===== src/rtl/merge_fifo_nway.sv =====
// N-way merge of ascending sorted lists, one FIFO per channel, with optional
// collapsing of equal heads into one beat carrying a contributor mask and count.
module merge_fifo_nway #(
  parameter int unsigned DW               = 8,
  parameter int unsigned NCH              = 4,
  parameter int unsigned CHW              = 2,
  parameter int unsigned FIFO_DEPTH_WIDTH = 4,
  parameter bit          DEDUP            = 1'b1
) (
  input  logic                                clk,
  input  logic                                reset,
  input  logic [NCH-1:0]                      i_valid,
  output logic [NCH-1:0]                      i_ready,
  input  logic [NCH-1:0]                      i_last,
  input  logic [NCH*DW-1:0]                   i_data,
  input  logic                                o_ready,
  output logic                                o_valid,
  output logic                                o_last,
  output logic [DW-1:0]                       o_data,
  output logic [CHW-1:0]                      o_ch,
  output logic [NCH-1:0]                      o_mask,
  output logic [CHW:0]                        o_cnt,
  output logic [NCH*(FIFO_DEPTH_WIDTH+1)-1:0] o_level
);

  localparam int unsigned Depth = 2 ** FIFO_DEPTH_WIDTH;
  localparam int unsigned LW    = FIFO_DEPTH_WIDTH + 1;

  typedef logic [FIFO_DEPTH_WIDTH-1:0] ptr_t;
  typedef logic [LW-1:0]               lvl_t;
  typedef logic [CHW-1:0]              ch_t;

  logic [DW:0]    mem_q [NCH][Depth];
  ptr_t           wr_ptr_q [NCH];
  ptr_t           wr_ptr_d [NCH];
  ptr_t           rd_ptr_q [NCH];
  ptr_t           rd_ptr_d [NCH];
  lvl_t           lvl_q [NCH];
  lvl_t           lvl_d [NCH];
  logic [DW-1:0]  head_data [NCH];
  logic [NCH-1:0] head_last, nonempty, push, pop, sel, remaining;
  logic [NCH-1:0] active_q, active_d;

  logic           fire, min_found, group_done;
  logic [DW-1:0]  min_val;
  ch_t            min_ch;
  logic [CHW:0]   sel_cnt;

  logic           o_valid_q, o_valid_d, o_last_q, o_last_d;
  logic [DW-1:0]  o_data_q, o_data_d;
  ch_t            o_ch_q, o_ch_d;
  logic [NCH-1:0] o_mask_q, o_mask_d;
  logic [CHW:0]   o_cnt_q, o_cnt_d;

  always_comb begin
    for (int c = 0; c < NCH; c++) begin
      nonempty[c]  = (lvl_q[c] != '0);
      head_data[c] = mem_q[c][rd_ptr_q[c]][DW-1:0];
      head_last[c] = mem_q[c][rd_ptr_q[c]][DW];
      i_ready[c]   = reset & (lvl_q[c] != lvl_t'(Depth));
      push[c]      = i_valid[c] & i_ready[c];
    end
  end

  // Only active channels compete; an empty active channel blocks the merge so
  // that a smaller value still in flight can never be overtaken.
  always_comb begin
    min_found = 1'b0;
    min_val   = '0;
    min_ch    = '0;
    for (int c = 0; c < NCH; c++) begin
      if (active_q[c] && (!min_found || head_data[c] < min_val)) begin
        min_found = 1'b1;
        min_val   = head_data[c];
        min_ch    = ch_t'(c);
      end
    end
    sel_cnt = '0;
    for (int c = 0; c < NCH; c++) begin
      if (DEDUP) sel[c] = active_q[c] & (head_data[c] == min_val);
      else       sel[c] = min_found & (ch_t'(c) == min_ch);
      sel_cnt = sel_cnt + (CHW+1)'(sel[c]);
    end
    fire       = (!o_valid_q || o_ready) && min_found && ((nonempty | ~active_q) == '1);
    pop        = fire ? sel : '0;
    remaining  = active_q & ~(pop & head_last);
    group_done = (remaining == '0);
    active_d   = active_q;
    if (fire) active_d = group_done ? '1 : remaining;
  end

  always_comb begin
    for (int c = 0; c < NCH; c++) begin
      wr_ptr_d[c] = wr_ptr_q[c] + ptr_t'(push[c]);
      rd_ptr_d[c] = rd_ptr_q[c] + ptr_t'(pop[c]);
      lvl_d[c]    = lvl_q[c] + lvl_t'(push[c]) - lvl_t'(pop[c]);
    end
  end

  always_comb begin
    o_valid_d = o_valid_q;
    o_last_d  = o_last_q;
    o_data_d  = o_data_q;
    o_ch_d    = o_ch_q;
    o_mask_d  = o_mask_q;
    o_cnt_d   = o_cnt_q;
    if (fire) begin
      o_valid_d = 1'b1;
      o_last_d  = group_done;
      o_data_d  = min_val;
      o_ch_d    = min_ch;
      o_mask_d  = sel;
      o_cnt_d   = sel_cnt;
    end else if (o_ready) begin
      o_valid_d = 1'b0;
    end
  end

  always_ff @(posedge clk) begin
    for (int c = 0; c < NCH; c++) begin
      if (push[c]) mem_q[c][wr_ptr_q[c]] <= {i_last[c], i_data[c*DW +: DW]};
    end
  end

  always_ff @(posedge clk) begin
    if (!reset) begin
      for (int c = 0; c < NCH; c++) begin
        wr_ptr_q[c] <= '0;
        rd_ptr_q[c] <= '0;
        lvl_q[c]    <= '0;
      end
      active_q  <= '1;
      o_valid_q <= 1'b0;
      o_last_q  <= 1'b0;
      o_data_q  <= '0;
      o_ch_q    <= '0;
      o_mask_q  <= '0;
      o_cnt_q   <= '0;
    end else begin
      for (int c = 0; c < NCH; c++) begin
        wr_ptr_q[c] <= wr_ptr_d[c];
        rd_ptr_q[c] <= rd_ptr_d[c];
        lvl_q[c]    <= lvl_d[c];
      end
      active_q  <= active_d;
      o_valid_q <= o_valid_d;
      o_last_q  <= o_last_d;
      o_data_q  <= o_data_d;
      o_ch_q    <= o_ch_d;
      o_mask_q  <= o_mask_d;
      o_cnt_q   <= o_cnt_d;
    end
  end

  for (genvar g = 0; g < NCH; g++) begin : g_level
    assign o_level[g*LW +: LW] = lvl_q[g];
  end

  assign o_valid = o_valid_q;
  assign o_last  = o_last_q;
  assign o_data  = o_data_q;
  assign o_ch    = o_ch_q;
  assign o_mask  = o_mask_q;
  assign o_cnt   = o_cnt_q;

endmodule


===== config.mk =====
export PLATFORM = sky130hd
export DESIGN_NAME = merge_fifo_nway
export DESIGN_NICKNAME = d
export VERILOG_FILES = /design/src/rtl/merge_fifo_nway.sv
export SDC_FILE = /design/constraint.sdc
export NUM_CORES = 1
export LEC_CHECK = 0
export CORE_MARGIN = 2
export CORE_UTILIZATION = 51
export DETAILED_ROUTE_END_ITERATION = 7
export GPL_TIMING_DRIVEN = 0
export PLACE_DENSITY = 0.71
export SLEW_MARGIN = 20
export SYNTH_ARGS = -nofsm -noshare
export SYNTH_HDL_FRONTEND = slang
export SYNTH_SLANG_ARGS = --single-unit

===== constraint.sdc =====
create_clock -name clk -period 9.9 [get_ports clk]
set_input_delay 1.485 -clock clk [delete_from_list [all_inputs] [get_ports clk]]
set_output_delay 1.485 -clock clk [all_outputs]
set_load 0.005 [all_outputs]

Yosys cells after proc, flatten, opt, wreduce, memory -nomap -nowiden:

Memory sizes are Yosys's and may differ from the RTL's.
Cells that the tools add are included.

* eq/ne operators: 9
* reductions and logical operators: 23
* multiplexer cells: 57
* $lt $le $gt $ge: 15
* $add $sub $neg: 19
* bitwise gates (word level): 37

Operators with widths (number)
* 2-to-1 mux 144 bit: 4
* binary-select mux 9 bit (select 4 bit): 4
* demux 9 bit (select 4 bit): 4
* 2-to-1 mux 9 bit: 12
* greater-or-equal comparator 5 bit, second input constant: 8
* 2-to-1 mux 4 bit: 10
* NOT 4 -> 5 bit: 8
* adder 4 x 1 -> 4 bit: 8
* equality test 8 bit: 4
* 2-to-1 mux 8 bit: 4
* less-than comparator 8 bit: 3
* adder 5 x 1 -> 5 bit: 4
* less-than comparator 5 x 1 -> 1 bit, second input constant: 4
* 2-to-1 mux 5 bit: 4
* != test 5 bit, second input constant: 4
* nonzero test 5 bit: 4
* subtractor 5 x 1 -> 5 bit: 4
* 2-to-1 mux 1 bit: 13
* bitwise AND 1 bit: 12
* OR 1 bit: 12
* logical AND 1 bit: 9
* bitwise AND 4 bit: 2
* NOT 4 bit: 2
* equality test 4 bit, second input constant: 1
* 9 further kinds: 16

* memories: 4
* input port bits: 43
* output and inout port bits: 43
* memory bits (writable): 628
* register bits: 23
* word-level logic and storage cells: 171

Memories
* mem_q: depth 4, width 144, read ports 4, clocked after Yosys merged registers in 0, wr ports 4, line 33 `logic [DW:0] mem_q [NCH][Depth];`
* lvl_q: depth 4, width 5, read ports 4, clocked after Yosys merged registers in 0, wr ports 4, line 38 `lvl_t lvl_q [NCH];`
* rd_ptr_q: depth 4, width 4, read ports 4, clocked after Yosys merged registers in 0, wr ports 4, line 36 `ptr_t rd_ptr_q [NCH];`
* wr_ptr_q: depth 4, width 4, read ports 4, clocked after Yosys merged registers in 0, wr ports 4, line 34 `ptr_t wr_ptr_q [NCH];`

Logic depth before layout (Yosys ltp):

An unclocked memory read counts as a cell.

* depth after elaboration: 26
* gate-level depth with buffers: 44
* mapped depth without buffers: 39

Worst setup path after synthesis:

OpenSTA, ideal clock, no wires.

* path type: reg-to-reg
* start: memory rd_ptr_q[1][0] (netlist name)
* end: memory lvl_q[0][4] (netlist name)
* slack: 0.605 ns
* data required time: 9.830 ns
* data arrival time: 9.224 ns
* clock period less this slack: 9.295 ns
* buffers on the path: 4
* setup time: 0.070 ns
* stages on the path, launching flop included: 38
* cells stage by stage: dfxtp_1 -> buf_2 -> buf_2 -> mux4_2 -> mux4_2 -> ha_1 -> nand4_1 -> or2_2 -> a21oi_1 -> a32oi_2 -> ha_1 -> a21o_1 -> a31o_2 -> o22ai_1 -> a21boi_1 -> a211oi_2 -> buf_2 -> mux2i_1 -> (+2 left out) -> o211ai_1 -> a21oi_1 -> o211ai_1 -> and3_1 -> clkbuf_1 -> a31oi_1 -> or4_1 -> a2111o_1 -> nor3_1 -> xor2_1 -> ha_1 -> inv_1 -> fa_1 -> inv_1 -> a21oi_1 -> nor2_1 -> or3_1 -> a21oi_1

RTL lines (line)
* start: declaration: 36
* end: declaration: 38

==> metrics.cfg <==
[clock_network]
ctsHoldBuffers = 0
root_buffer = clkbuf_16
cts.clk_slew.worst_paths_ns = 0.06
cts.sinks = 651
clockBufferDepth = 3
cts_buffers = 69
clock_latency_ns = 0.61
cts_tree = done
cts-htree-levels = 3

[placement]
place.gp.congestion = 0.880
dpl-instance-area_mm2 = 0.0297
io_buffers = 85
hpwl_um = 42700

[hold_path]
min_path_cells = 2
min_path_type = flip-flop to flip-flop
min_from = o_last
hold_end = o_last

[drt]
viasPerCell = 6.07
routedWlPerCell_um = 25.0
wirelength_um = 65000
antenna_left = 0
drt-initial-drc-count = 1586
remaining_drc_errors = 0
drtPass1Iterations = 7
num_vias = 15799

[synth]
synth_edf_count = 576
yosysSeqAreaShare = 0.679
yosys-top-cells-area = edfxtp_1 (62%), mux4_2 (10%), dfxtp_1 (5.4%)
synth_top_cell_area_share = 0.624
ys_ff_latch = 651
synth-simple-area-share = 0.0505
synth_fa_ha_area_frac = 0.0303
yosys.area_share.xor_xnor = 0.0231
synth_top_family_by_area = multiplexers
async_reset_ff_frac = 0
synth_flop_cell = edfxtp_1
ys_types = 73
synth_warnings = 0
synth_compound_area_frac = 0.0586
synthesis.area_mm2 = 0.0277
synthesis.instances = 1649
syn-num-nets = 1756
yosysTopAreaCell = edfxtp_1
postSynthAreaPerCell_um2 = 16.8
muxShareOfSynthArea = 0.139

[timing]
setup_viol = 0
period_minus_slack_ns = 9.58
slew_violations = 0
tightest_slew_ns = 1.20
slew-limit-headroom = 0.199
fmax_ghz = 0.104
finalHoldViolations = 0
skew_ns = 0.0322
tns_ns = 0
fin_crit_sh = 0.968

[global_routing]
grt_usage = 0.233
grt_pass1_vias = 15866
grt_antenna_before_repair = 1
grt_max_degree = 17
grt_overflow_total = 0
grt_first_pass_wirelength_um = 97200

[floorplanning]
rows = 85
chipHeight_um = 237
dieWidth_um = 237
core_area_mm2 = 0.0537
io_pins = 86
die_area_mm2 = 0.0562
start_util = 0.516

[critical_path]
crit_type = flip-flop to flip-flop
start_kind = flip-flop
crit_top_cell = ha_1
r2r_start = rd_ptr_q[1][1]
required_ns = 10.43
r2r_setup_slack_ns = 0.32
cpPeakStageDelay_ns = 0.57
r2r_cells = 38
r2r-end = lvl_q[1][4]
crit_fanout = 10
arrival_ns = 10.11
crit_slowest_cell = mux4_2
end_kind = flip-flop

[pwr]
vdd_ir_drop_max_mv = 0.122
pwr_density_cell_mw_per_mm2 = 214
leakage_nw = 10.6

[layout]
layout_commonest_cell = edfxtp_1
drive_above_1_share = 0.220
area_growth_pct = 18.1
layout_common_cells = edfxtp_1 (576), mux4_2 (128), nor2_1 (87)
finalInstanceArea_mm2 = 0.0327
num-fill-cells = 3767
nNetsFinal = 1956

[status]
outcome = finished, final reports clean

[job]
cap_violations = 0

==> area by class of cell <==
type                       instances  area [um2]  share of cell area
antenna                            1        2.50           0.0000765
buffer                            78         413              0.0126
clock buffer                      88        1860              0.0569
clock inverter                    38         402              0.0123
inverter                          54         204             0.00623
multi-input combinational        862        8910               0.272
sequential                       651       18800               0.574
tap                              696         871              0.0266
timing repair buffer             133        1260              0.0386
==> how the worst max path moves through the flow <==
stage | start | end | slack [ns] | cells after the start
4_1_cts | rd_ptr_q[0][0] | lvl_q[0][4] | 0.04 | 42
6_report | rd_ptr_q[1][1] | lvl_q[1][4] | 0.32 | 38
2_1_floorplan | rd_ptr_q[1][0] | lvl_q[0][4] | 0.61 | 37
3_3_place_gp | rd_ptr_q[0][0] | lvl_q[2][4] | -1.55 | 41
3_5_place_dp | rd_ptr_q[0][0] | lvl_q[2][4] | -1.86 | 41
5_1_grt | rd_ptr_q[0][0] | lvl_q[0][4] | -0.005 | 42
==> sequential cells by signal, summed over array words and instances, names as in the netlist <==
signal,count
active_q,4
lvl_q,20
mem_q,576
o_ch,2
o_cnt,3
o_data,8
o_last,1
o_mask,4
o_valid,1
rd_ptr_q,16
wr_ptr_q,16
==> report_power, final <==
group / switching (mW) / internal (mW) / total (mW)
sequential: 0.0479 / 3.06 / 3.10
clock: 1.04 / 1.54 / 2.59
combinational: 0.715 / 0.592 / 1.31
==> worst max-delay path: cells and delay by family, from the launching register on <==
| family | cells | cell delay, ns |
|---|---|---|
| flip-flops | 1 | 0.38 |
| AND/OR/NAND/NOR | 8 | 1.61 |
| multiplexers | 3 | 1.25 |
| adder cells (fa/ha/maj) | 6 | 1.57 |
| buffers and inverters | 7 | 1.22 |
| AO/OA/AOI/OAI | 14 | 3.45 |
==> cells in the mapped netlist, types with 18 or more instances <==
cell type	n
nor2_1	106
xor2_1	19
mux2i_1	85
nor3_1	22
o21ai_0	28
a22oi_1	18
mux4_2	128
nand3_1	25
nand2_1	50
edfxtp_1	576
and2_1	31
a21oi_1	31
inv_1	51
a221oi_1	32
xnor2_1	54
dfxtp_1	75
clkbuf_1	49
ha_1	59
==> what timing repair did <==
| item | in CTS | in global routing |
|---|---|---|
| gates resized for setup | 78 | 46 |
| pin swaps | 8 | 15 |
| setup buffers | 11 | 21 |
| setup endpoints to repair | 53 | 19 |
==> cell families after synthesis <==
kind of cell	count (synthesis)
DFF	651
and+or+nand+nor	290
muxes	224
AOI/OAI and AO/OA	211
buffers and inverters	136
xor gates and xnor gates	73
adders and majority gates	64
==> routing by layer <==
layer | vias up | track usage | wire (um)
met5 | - | 0 | 0
met4 | 0 | 0.0856 | 1510
met3 | 111 | 0.0442 | 4360
met2 | 620 | 0.373 | 31400
met1 | 8115 | 0.322 | 27800
li1 | 6953 | - | -
==> metrics by stage <==
stage	utilization	hold WS (ns)	setup slack, ns	total power [mW]	instances
floorplan	-	0.453	0.605	3.91	1649
global placement	0.548	0.461	-1.55	4.23	2430
detailed placement	0.553	0.480	-1.86	4.29	2446
CTS	0.602	0.488	0.0385	6.94	2579
global route	0.609	0.515	-0.00509	7.25	2600
finish	0.609	0.490	0.321	7.00	2601
Note: power is estimated with default switching activity, not from simulation.
